==> config.mk <==
export PLATFORM = sky130hd
export DESIGN_NAME = pipelined_subtractor
export DESIGN_NICKNAME = d
export VERILOG_FILES = /design/src/rtl/pipelined_subtractor_pkg.sv /design/src/rtl/sub_slice.sv /design/src/rtl/pipelined_subtractor.sv
export SDC_FILE = /design/constraint.sdc
export NUM_CORES = 1
export LEC_CHECK = 0
export ABC_AREA = 1
export CAP_MARGIN = 20
export CORE_ASPECT_RATIO = 0.8
export CORE_UTILIZATION = 62
export DETAILED_ROUTE_END_ITERATION = 8
export GPL_ROUTABILITY_DRIVEN = 1
export PLACE_DENSITY = 0.82
export RECOVER_POWER = 100
export SLEW_MARGIN = 0
export SYNTH_ARGS = -nofsm -noshare
export SYNTH_HDL_FRONTEND = slang
export SYNTH_SLANG_ARGS = --single-unit
==> constraint.sdc <==
create_clock -name clk -period 6.6 [get_ports clk]
set_input_delay 0.99 -clock clk [delete_from_list [all_inputs] [get_ports clk]]
set_output_delay 0.99 -clock clk [all_outputs]
set_load 0.05 [all_outputs]
==> src/rtl/pipelined_subtractor_pkg.sv <==
// Shared arithmetic definitions for the pipelined subtractor.
// Holds the default operand width and slice width, the derived stage count,
// and the payload carried by every pipeline slot.
package pipelined_subtractor_pkg;

  localparam int unsigned Width  = 32;
  localparam int unsigned Slice  = 8;
  localparam int unsigned Stages = Width / Slice;

  // One pipeline slot. a/b hold the operand slices not yet consumed, shifted so
  // the next slice to resolve always sits in the low bits. d accumulates the
  // completed low slices of the difference; carry feeds the next slice.
  typedef struct packed {
    logic             valid;
    logic [Width-1:0] a;
    logic [Width-1:0] b;
    logic [Width-1:0] d;
    logic             carry;
  } stage_t;

endpackage

==> src/rtl/sub_slice.sv <==
// Combinational slice of the subtractor: {cout, sum} = a + ~b + cin.
// Ports:
//   a_i    - minuend slice
//   b_i    - subtrahend slice (inverted internally)
//   cin_i  - carry in (1 for the lowest slice)
//   sum_o  - difference slice
//   cout_o - carry out (inverse of the borrow)
module sub_slice #(
  parameter int unsigned Width = 8
) (
  input  logic [Width-1:0] a_i,
  input  logic [Width-1:0] b_i,
  input  logic             cin_i,
  output logic [Width-1:0] sum_o,
  output logic             cout_o
);

  always_comb begin
    {cout_o, sum_o} = {1'b0, a_i} + {1'b0, ~b_i} + (Width + 1)'(cin_i);
  end

endmodule

==> src/rtl/pipelined_subtractor.sv <==
// Pipelined unsigned subtractor, D = {0,A} - {0,B} mod 2^(WIDTH+1).
// Slot 0 registers the accepted operands; compute stage k resolves bits
// [k*SLICE +: SLICE] out of slot k into slot k+1 (the last one into the output
// register), giving a latency of WIDTH/SLICE cycles. Valid/ready handshake on
// both sides with bubble-collapsing flow control.
// Ports:
//   clk, rst             - clock and synchronous active-high reset
//   in_valid, in_ready   - input handshake for A/B
//   A, B                 - unsigned operands
//   out_valid, out_ready - output handshake for D
//   D                    - difference; D[WIDTH] is the borrow (A < B)
// WIDTH must be a multiple of SLICE, no larger than the package Width, and
// span at least two slices.
module pipelined_subtractor
  import pipelined_subtractor_pkg::*;
#(
  parameter int unsigned WIDTH = Width,
  parameter int unsigned SLICE = Slice
) (
  input  logic             clk,
  input  logic             rst,
  input  logic             in_valid,
  output logic             in_ready,
  input  logic [WIDTH-1:0] A,
  input  logic [WIDTH-1:0] B,
  output logic             out_valid,
  input  logic             out_ready,
  output logic [WIDTH:0]   D
);

  localparam int unsigned N = WIDTH / SLICE;

  stage_t           slot_q [N];
  stage_t           nxt [N-1];
  stage_t           in_stage;
  logic [SLICE-1:0] slice_sum [N];
  logic [N-1:0]     slice_cout;
  logic [N-1:0]     adv;
  logic             out_adv;
  logic             in_fire;
  logic             out_valid_q;
  logic             out_borrow_q;
  logic [WIDTH-1:0] out_d_q;
  logic [WIDTH-1:0] out_d_next;

  for (genvar k = 0; k < N; k++) begin : g_slice
    sub_slice #(
      .Width(SLICE)
    ) u_sub_slice (
      .a_i   (slot_q[k].a[SLICE-1:0]),
      .b_i   (slot_q[k].b[SLICE-1:0]),
      .cin_i (slot_q[k].carry),
      .sum_o (slice_sum[k]),
      .cout_o(slice_cout[k])
    );
  end

  // Flow control, walked from the output back to the input so a stalled slot
  // only blocks the slots directly behind it.
  always_comb begin
    logic open;
    logic go;
    out_adv = out_valid_q && out_ready;
    open    = !out_valid_q || out_adv;
    adv     = '0;
    for (int k = N - 1; k >= 0; k--) begin
      go     = slot_q[k].valid && open;
      adv[k] = go;
      open   = !slot_q[k].valid || go;
    end
    in_ready = !rst && open;
    in_fire  = in_valid && in_ready;
  end

  always_comb begin
    in_stage                = '0;
    in_stage.valid          = 1'b1;
    in_stage.a[WIDTH-1:0]   = A;
    in_stage.b[WIDTH-1:0]   = B;
    in_stage.carry          = 1'b1;
  end

  always_comb begin
    for (int k = 0; k < N - 1; k++) begin
      nxt[k]                      = slot_q[k];
      nxt[k].a                    = slot_q[k].a >> SLICE;
      nxt[k].b                    = slot_q[k].b >> SLICE;
      nxt[k].d[k*SLICE +: SLICE]  = slice_sum[k];
      nxt[k].carry                = slice_cout[k];
    end
    out_d_next                          = slot_q[N-1].d[WIDTH-1:0];
    out_d_next[(N-1)*SLICE +: SLICE]    = slice_sum[N-1];
  end

  always_ff @(posedge clk) begin
    if (rst) begin
      for (int k = 0; k < N; k++) begin
        slot_q[k] <= '0;
      end
      out_valid_q  <= 1'b0;
      out_borrow_q <= 1'b0;
      out_d_q      <= '0;
    end else begin
      if (in_fire) begin
        slot_q[0] <= in_stage;
      end else if (adv[0]) begin
        slot_q[0].valid <= 1'b0;
      end
      for (int k = 1; k < N; k++) begin
        if (adv[k-1]) begin
          slot_q[k] <= nxt[k-1];
        end else if (adv[k]) begin
          slot_q[k].valid <= 1'b0;
        end
      end
      if (adv[N-1]) begin
        out_valid_q  <= 1'b1;
        out_d_q      <= out_d_next;
        out_borrow_q <= ~slice_cout[N-1];
      end else if (out_adv) begin
        out_valid_q <= 1'b0;
      end
    end
  end

  assign out_valid = out_valid_q;
  assign D         = {out_borrow_q, out_d_q};

endmodule

==> reports/results.ini, run 1 <==
[synth]
netlist_instances=1084
synthFlopType=edfxtp_1
yosysTopAreaCell=edfxtp_1
ys_warn_count=0
netlist_area_um2=11000
synthTopCellsByCount=nor2_1 (273), inv_1 (271), edfxtp_1 (215)
synth_fp_nets=1188
ys_ff_latch=250
synth_top_area_share_pct=58.5
yosys.cell_types.count=35
synth_enable_flop_cells=215
async_flop_share_pct=0
ys_seq_area_share_pct=64.9
synth_area_leaders=edfxtp_1 (59%), nor2_1 (9.3%), inv_1 (9.2%)
yosysMostFrequentCell=nor2_1
syn_area_per_cell_um2=10.2

[pwr]
powerDensity_nw_per_um2=319
p_seq_share_pct=47.0
sw_frac_of_total_pct=25.6
clkPwrFrac_pct=37.3
pwr-share-comb_pct=15.6
internal_power_mw=3.09
p_sw_mw=1.07
ir_worst_vdd_uv=192
p_leak_nw=5.86

[critical_path]
crit_path_end=slot_q[0][35]
crit_family=simple AND/OR/NAND/NOR gates
slowest_stage=nand2_1
slowest_delay_ps=1540
worst_ep_required_time_ps=6830
critPathBufInv=3
r2r-start=slot_q[2][97]
worstPathArrival_ps=5220
worstSetupPathType=in -> reg
reg2reg_depth=6
start_kind=input pin
startpoint=out_ready
crit_chain=dlygate4sd3_1 > inv_1 > nand4_4 > nor2_1 > a21oi_1 > nand2_1 > nand2_2 > buf_4
r2r_setup_slack_ps=2250
cp.depth=8
timing.critical_path.fanout_max=68
end_kind=register
r2r_end=slot_q[0][35]

[floorplanning]
core_region_area_um2=17400
pin_count=103
start_util_pct=63.5
rows=43
dieArea_um2=18300
die_w_um=151
fp.dieH_um=121

[clocking]
cts_tree=yes
ctsHtreeMaxLevel=1
insertion_delay_ps=520
cts_resized=0
path_clk_slew_ps=60
numCtsBuffers=24
post_cts_buffers=0
hold_buffers=0
clock-sinks=250
ctsLongestPathBuffers=3
root_buffer=clkbuf_16

[cells_and_area]
n_fill_cell=1146
design_area_um2=13000
diodes=0
area_delta_synth_final_pct=18.1
finalNonFillerCells=1428
layout-drive-gt1-share_pct=3.82
nets=1289

[timing]
clock.fmax_mhz=201
hold_viol=0
tns_ps=0
min_period_ps=4990
final.setup_skew_ps=17.8
rsz0062_at_grt=false
relSlewSlack_pct=-40.4
maxSlewViolCount=250
tightest_slew_ps=2100
hold_slack_ps=467
setup_violations=0
final.period_utilization_pct=75.6

[detailed_routing]
drt_first_pass_iters=7
totalWireLength_um=18200
wl_per_cell_um=12.8
ant_nets=0
initialDrtViolationCount=354
drc=0
vias=7065
vias_per_cell=4.95

[outcome]
violations=max-capacitance violations, max-slew violations
status=finished, violations left

[global_routing]
grt.total_usage_pct=20.8
grt_max_degree=69
first_global_vias=6535
globalRoute.totalOverflow=0
grt_pass1_wl_um=30100
antenna_found_initial=0

[placement]
io_buffers=102
gp_congestion=0.834
place_area_um2=12200
place_hpwl_um=12000
placed_cells=1383

[worst_hold_path]
min_path_type=reg -> reg

[run]
cap_viol_max_count=6

[cell families (layout without fill, tap and decap cells)]
group | after synthesis | in the layout | synth area share (%)
adders and majority gates | 36 | 36 | 4.63
and+or+nand+nor | 410 | 410 | 15.0
AOI/OAI and AO/OA | 78 | 78 | 3.96
DFF | 250 | 250 | 64.9
buffers and inverters | 307 | 426 | 11.2
xor gates and xnor gates | 3 | 3 | 0.238
[per-stage QoR]
stage	util (%)	setup slack [ps]	power, mW
6_report	74.9	1610	4.15
5_1_grt	74.9	1250	4.32
3_5_place_dp	70.0	1940	2.64
2_1_floorplan	-	2870	2.45
3_3_place_gp	70.0	2010	2.62
4_1_cts	75.3	2440	4.19
[worst reg2reg max path, delay by kind of cell, from the launching register on]
family                 cells  cell delay (ps)
AO/OA/AOI/OAI              1              140
buffers and inverters      1              560
flip-flops                 1              450
AND/OR/NAND/NOR            4             2910
[power by group through the flow]
stage	sequential (mW)	clock, mW	combinational (mW)
2_1_floorplan	2.08	0	0.364
3_3_place_gp	1.98	0	0.638
3_5_place_dp	1.99	0	0.653
4_1_cts	1.95	1.57	0.663
5_1_grt	1.97	1.63	0.725
6_report	1.95	1.55	0.649
[cell usage in the layout (no fill, tap or decap)]
cell	n
clkbuf_16	26
nand2_1	87
o21a_1	3
or2_2	1
a21oi_1	31
o211ai_1	1
dlygate4sd3_1	37
edfxtp_1	215
fa_1	8
clkbuf_8	2
nor3_1	4
buf_4	1
clkinv_1	1
a31oi_1	2
nand4_1	6
inv_1	274
clkbuf_1	6
a21boi_0	1
o21ai_0	38
or2_0	1
o21bai_1	2
clkinvlp_4	3
nand4_4	1
clkinv_8	1
nand3b_1	3
xor2_1	2
nand2_2	1
nor2_1	275
ha_1	28
nand3_1	31
xnor2_1	1
clkinv_2	4
dfxtp_1	35
clkdlybuf4s50_1	65
bufinv_16	6
[state kept, by name (all words and copies together) (netlist names)]
signal	cells
slot_q	216
out_d_q	32
out_borrow_q	1
out_valid	1
[metal layers]
metal  vias to the layer above  global-route usage (%)  share of wire [%]
met1                      3201                    28.8                 46
met5                         -                       0                  0
met4                         0                    6.38                2.1
met3                        40                    3.23                6.2
met2                       260                    34.1                 46
li1                       3564                       -                  -
[worst min path at each step]
stage / from / endpoint / slack [ps] / cells after the start
after CTS: out_borrow_q / out_borrow_q / 480 / 2
after global placement: out_borrow_q / out_borrow_q / 450 / 2
final: out_borrow_q / out_borrow_q / 470 / 2
after floorplan: out_borrow_q / out_borrow_q / 440 / 2
after detailed placement: out_borrow_q / out_borrow_q / 470 / 2
after global routing: out_borrow_q / out_borrow_q / 490 / 2
[layout make-up]
class                   count  area [µm²]  share of cell area (%)
flip-flops and latches    250        7160                    55.0
multi-input cells         527        2580                    19.8
repair buffers            107        1040                    8.01
inverters                 275        1030                    7.93
clock buffers              30         686                    5.27
well taps                 225         282                    2.16
clock inverters            14         239                    1.84
No activity file was read; power rests on OpenSTA's default activity.
==> run 2, diff against run 1 <==
- CORE_UTILIZATION: 62 -> 52
- PLACE_DENSITY: 0.82 -> 0.73
- clock period: 6.6 -> 4.3 ns (I/O delays scaled with it)
==> run 2 against run 1 <==
Clock skew fell by 3.6 ps. Largest power group unchanged. The flow still finishes with violations (max-capacitance violations, max-slew violations). Critical path depth fell by 3. Sequential cell count did not move.
==> reports/results.ini, run 2 (same netlist as run 1, synthesis figures left out) <==
[pwr]
ir_worst_vdd_uv=289  ; +50%
p_leak_nw=5.80  ; -1.0%
finalPower_mw=6.00  ; +45%
powerDensity_nw_per_um2=463  ; +45%

[global_routing]
antenna_found_initial=0  ; unchanged
first_global_vias=6378  ; -2.4%
grt_pass1_wl_um=30000  ; -0.39%
grt.total_usage_pct=17.1  ; -3.7 points
grt_max_degree=65  ; -5.8%
globalRoute.totalOverflow=0  ; unchanged

[outcome]
status=finished, violations left
violations=max-capacitance violations, max-slew violations

[clocking]
ctsHtreeMaxLevel=1  ; unchanged
hold_buffers=0  ; unchanged
path_clk_slew_ps=70  ; about the same
clock-sinks=250  ; unchanged
cts_resized=0  ; unchanged
cts_tree=yes
root_buffer=clkbuf_16
ctsLongestPathBuffers=3  ; unchanged
numCtsBuffers=25  ; +4.2%
insertion_delay_ps=520  ; about the same
post_cts_buffers=0  ; unchanged

[run]
cap_viol_max_count=1  ; -5

[critical_path]
end_kind=register
worst_ep_required_time_ps=4560  ; -2270 ps
slowest_stage=nand2_1
timing.critical_path.fanout_max=32  ; -53%
worstPathArrival_ps=3770  ; -1450 ps
crit_family=buffers and inverters
worstSetupPathType=in -> reg
critPathBufInv=4  ; +1
slowest_delay_ps=890  ; -650 ps
start_kind=input pin
crit_chain=dlygate4sd3_1 > clkinv_1 > clkbuf_1 > nand2_1 > buf_12

[timing]
hold_viol=0  ; unchanged
tightest_slew_ps=1610  ; -493 ps
setup_violations=0  ; unchanged
relSlewSlack_pct=-7.31  ; +33 points
min_period_ps=3510
rsz0062_at_grt=false
maxSlewViolCount=53  ; -79%
tns_ps=0  ; unchanged
final.period_utilization_pct=81.6
final.setup_skew_ps=14.3  ; -3.56 ps
clock.fmax_mhz=285

[cells_and_area]
largest_reg_flops=216  ; unchanged
reg_top3=slot_q x216, out_d_q x32
diodes=0  ; unchanged
nets=1294  ; +0.39%
area_delta_synth_final_pct=17.4
regMostFlops=slot_q
mostFrequentLayoutCells=inv_1 (274), nor2_1 (274), edfxtp_1 (215)
layout-drive-gt1-share_pct=3.31  ; -0.51 points
finalNonFillerCells=1476  ; +3.4%

[detailed_routing]
vias=6802  ; -3.7%
totalWireLength_um=17900  ; -2.2%
initialDrtViolationCount=445  ; +26%
drt_first_pass_iters=5  ; -2
drc=0  ; unchanged
wl_per_cell_um=12.1  ; -5.3%
ant_nets=0  ; unchanged
vias_per_cell=4.61  ; -6.9%

[placement]
place_hpwl_um=12300  ; +2.2%
gp_congestion=0.843  ; +1.2%
io_buffers=102  ; unchanged
placed_cells=1432  ; +3.5%

[worst_hold_path]
min_path_type=reg -> reg

[floorplanning]
die_w_um=165  ; +9.1%
fp.dieH_um=132  ; +9.0%
rows=47  ; +9.3%
start_util_pct=53.1  ; -10 points
core_region_area_um2=20800  ; +19%
dieArea_um2=21800  ; +19%
pin_count=103  ; unchanged

run 2: cell types whose count changed in the layout (fill, tap and decap cells not counted), moves of 2 or more:
cell and change:
bufinv_16 -5, clkbuf_2 +3, clkinv_1 +4, clkinv_2 -3
clkbuf_1 +5, buf_12 +2
run 2: worst register-to-register path, stage by stage, from the launching register on:
cell and delay (ps):
edfxtp_1 400, nand4_1 320, o21ai_0 490, nor2_1 240
inv_1 1210, nor2_1 140
run 2: report_power, final:
group          internal, mW  switching, mW
Clock                  1.16          0.849
Combinational         0.336          0.662
Sequential             2.91         0.0837
Total                  4.41           1.60
run 2: path summary, 6_finish.rpt:
check	depth (start not counted)	slack [ps]	to	start
min reg2reg	2	470	out_borrow_q	out_borrow_q
min	2	470	out_borrow_q	out_borrow_q
max reg2reg	5	1190	slot_q[1][43]	slot_q[2][97]
max	5	790	slot_q[2][47]	rst
run 2: stage by stage:
step	cell area [µm²]	utilization, %	setup WS, ps	hold slack, ps
after floorplan	11000	-	913	444
after global placement	12300	59.2	1050	458
after detailed placement	12300	59.2	982	459
after CTS	13000	62.9	1040	469
after global routing	12900	62.4	517	489
final	12900	62.4	791	471
run 2: per-layer routing:
metal  track usage (%)  share of wire (%)
met1              26.3                 52
met4              4.49                1.8
met5                 0                  0
met3              2.89                4.5
met2              25.1                 42
run 2: final cells by class:
cell class,count,area [µm²]
Sequential cell,250,7160
Multi-Input combinational cell,527,2570
Timing Repair Buffer,111,1090
Fill cell,1661,7810
Clock buffer,35,683
Tap cell,269,337
Inverter,275,1030
Clock inverter,9,73.8
==> run 3, diff against run 2 <==
- CORE_UTILIZATION: 52 -> 57
- PLACE_DENSITY: 0.73 -> 0.76
- clock period: 4.3 -> 3.5 ns (I/O delays scaled with it)
==> run 3 against run 2 <==
The run still ends with max-capacitance violations, max-slew violations left. Non-clock buffer count increased by 4. Total power increased by 25%. Sequential share of layout area decreased by 0.34 points. Critical path type is now in -> out. Largest cell class unchanged.
==> reports/results.ini, run 3 (same netlist as run 1, synthesis figures left out) <==
[clocking]
ctsHtreeMaxLevel=1  ; unchanged
post_cts_buffers=0  ; unchanged
numCtsBuffers=24  ; -4.0%
path_clk_slew_ps=60  ; about the same
ctsLongestPathBuffers=3  ; unchanged
root_buffer=clkbuf_16
cts_resized=0  ; unchanged
hold_buffers=0  ; unchanged
clock-sinks=250  ; unchanged
cts_tree=yes
insertion_delay_ps=510  ; about the same

[timing]
tns_ps=0  ; unchanged
clock.fmax_mhz=328
min_period_ps=3040
relSlewSlack_pct=-8.62  ; -1.3 points
maxSlewViolCount=42  ; -21%
tightest_slew_ps=1630  ; +21.4 ps
setup_violations=0  ; unchanged
hold_slack_ps=470  ; -0.852 ps
final.setup_skew_ps=11.3  ; -2.97 ps
hold_viol=0  ; unchanged
final.period_utilization_pct=87.0
setup_ws_ps=455  ; -336 ps
rsz0062_at_grt=false

[cells_and_area]
diodes=0  ; unchanged
reg_top3=slot_q x216, out_d_q x32
design_area_um2=13000  ; +0.62%
n_fill_cell=1464  ; -12%
multi_input_area_um2=2580  ; +0.39%
nets=1297  ; +0.23%
area_delta_synth_final_pct=18.2
largest_reg_flops=216  ; unchanged
finish.utilization_pct=68.7  ; +6.3 points
regArea_um2=7160  ; unchanged
final_common_cell=nor2_1
layout-drive-gt1-share_pct=4.29  ; +0.98 points
regMostFlops=slot_q
finalNonFillerCells=1469  ; -0.47%
mostFrequentLayoutCells=nor2_1 (275), inv_1 (274), edfxtp_1 (215)

[outcome]
status=finished, violations left
violations=max-capacitance violations, max-slew violations

[global_routing]
grt_max_degree=50  ; -23%
grt.total_usage_pct=18.9  ; +1.8 points
globalRoute.totalOverflow=0  ; unchanged
first_global_vias=6274  ; -1.6%
grt_pass1_wl_um=29800  ; -0.81%
antenna_found_initial=0  ; unchanged

[critical_path]
start_kind=input pin
timing.critical_path.fanout_max=4  ; -88%
worstPathArrival_ps=2520  ; -1250 ps
worstSetupPathType=in -> out
reg2reg_depth=6  ; +1
worst_ep_required_time_ps=2970  ; -1590 ps
end_kind=output pin

[pwr]
powerDensity_nw_per_um2=578  ; +25%
finalPower_mw=7.52  ; +25%
p_leak_nw=5.85  ; +0.91%
ir_worst_vdd_uv=334  ; +16%

[detailed_routing]
totalWireLength_um=17900  ; +0.53%
drt_first_pass_iters=6  ; +1
vias=6778  ; -0.35%
initialDrtViolationCount=439  ; -1.3%
wl_per_cell_um=12.2  ; +1.0%
ant_nets=0  ; unchanged
drc=0  ; unchanged
vias_per_cell=4.61  ; +0.12%

[placement]
post-place-ws_ps=681  ; -300 ps
gp_congestion=0.797  ; -5.5%
place_area_um2=12300  ; +0.13%
place_hpwl_um=12100  ; -1.7%
io_buffers=102  ; unchanged
placed_cells=1425  ; -0.49%

[floorplanning]
die_w_um=158  ; -4.4%
core_region_area_um2=19000  ; -8.6%
dieArea_um2=19900  ; -8.7%
pin_count=103  ; unchanged
start_util_pct=58.1  ; +5.0 points
rows=45  ; -4.3%
fp.dieH_um=126  ; -4.4%

[worst_hold_path]
min_path_type=reg -> reg
whs_path_depth=2  ; unchanged

[run]
cap_viol_max_count=1  ; unchanged

[run 3: worst paths after layout]
path | slack [ps] | end | start
setup / recovery | 460 | in_ready | out_ready
hold / removal | 470 | out_borrow_q | out_borrow_q
setup reg to reg | 720 | slot_q[0][54] | slot_q[3][97]
hold reg to reg | 470 | out_borrow_q | out_borrow_q
[run 3: layout make-up]
class,count,area share (%)
Tap cell,258,2.48
Multi-Input combinational cell,527,19.8
Clock inverter,14,1.15
Timing Repair Buffer,115,8.60
Sequential cell,250,54.9
Inverter,275,7.92
Clock buffer,30,5.10
[run 3: power breakdown]
part,switching [mW],internal [mW]
clock network,1.05,1.57
registers,0.101,3.57
logic,0.818,0.417
total,1.97,5.55
[run 3: critical path, cell delays in order]
cell and delay, ps:
dlygate4sd3_1 570, inv_1 80, nand4_1 200, nor2_1 270, a21oi_4 90, dlygate4sd3_1 770
[run 3: metal layers]
layer	track usage, %	vias up	part of all wire [%]	wire [µm]
met3	2.77	26	4.5	813
met4	5.25	0	1.8	318
met5	0	-	0	0
met2	30.3	184	45	8130
li1	-	3590	-	-
met1	27.0	2978	48	8680
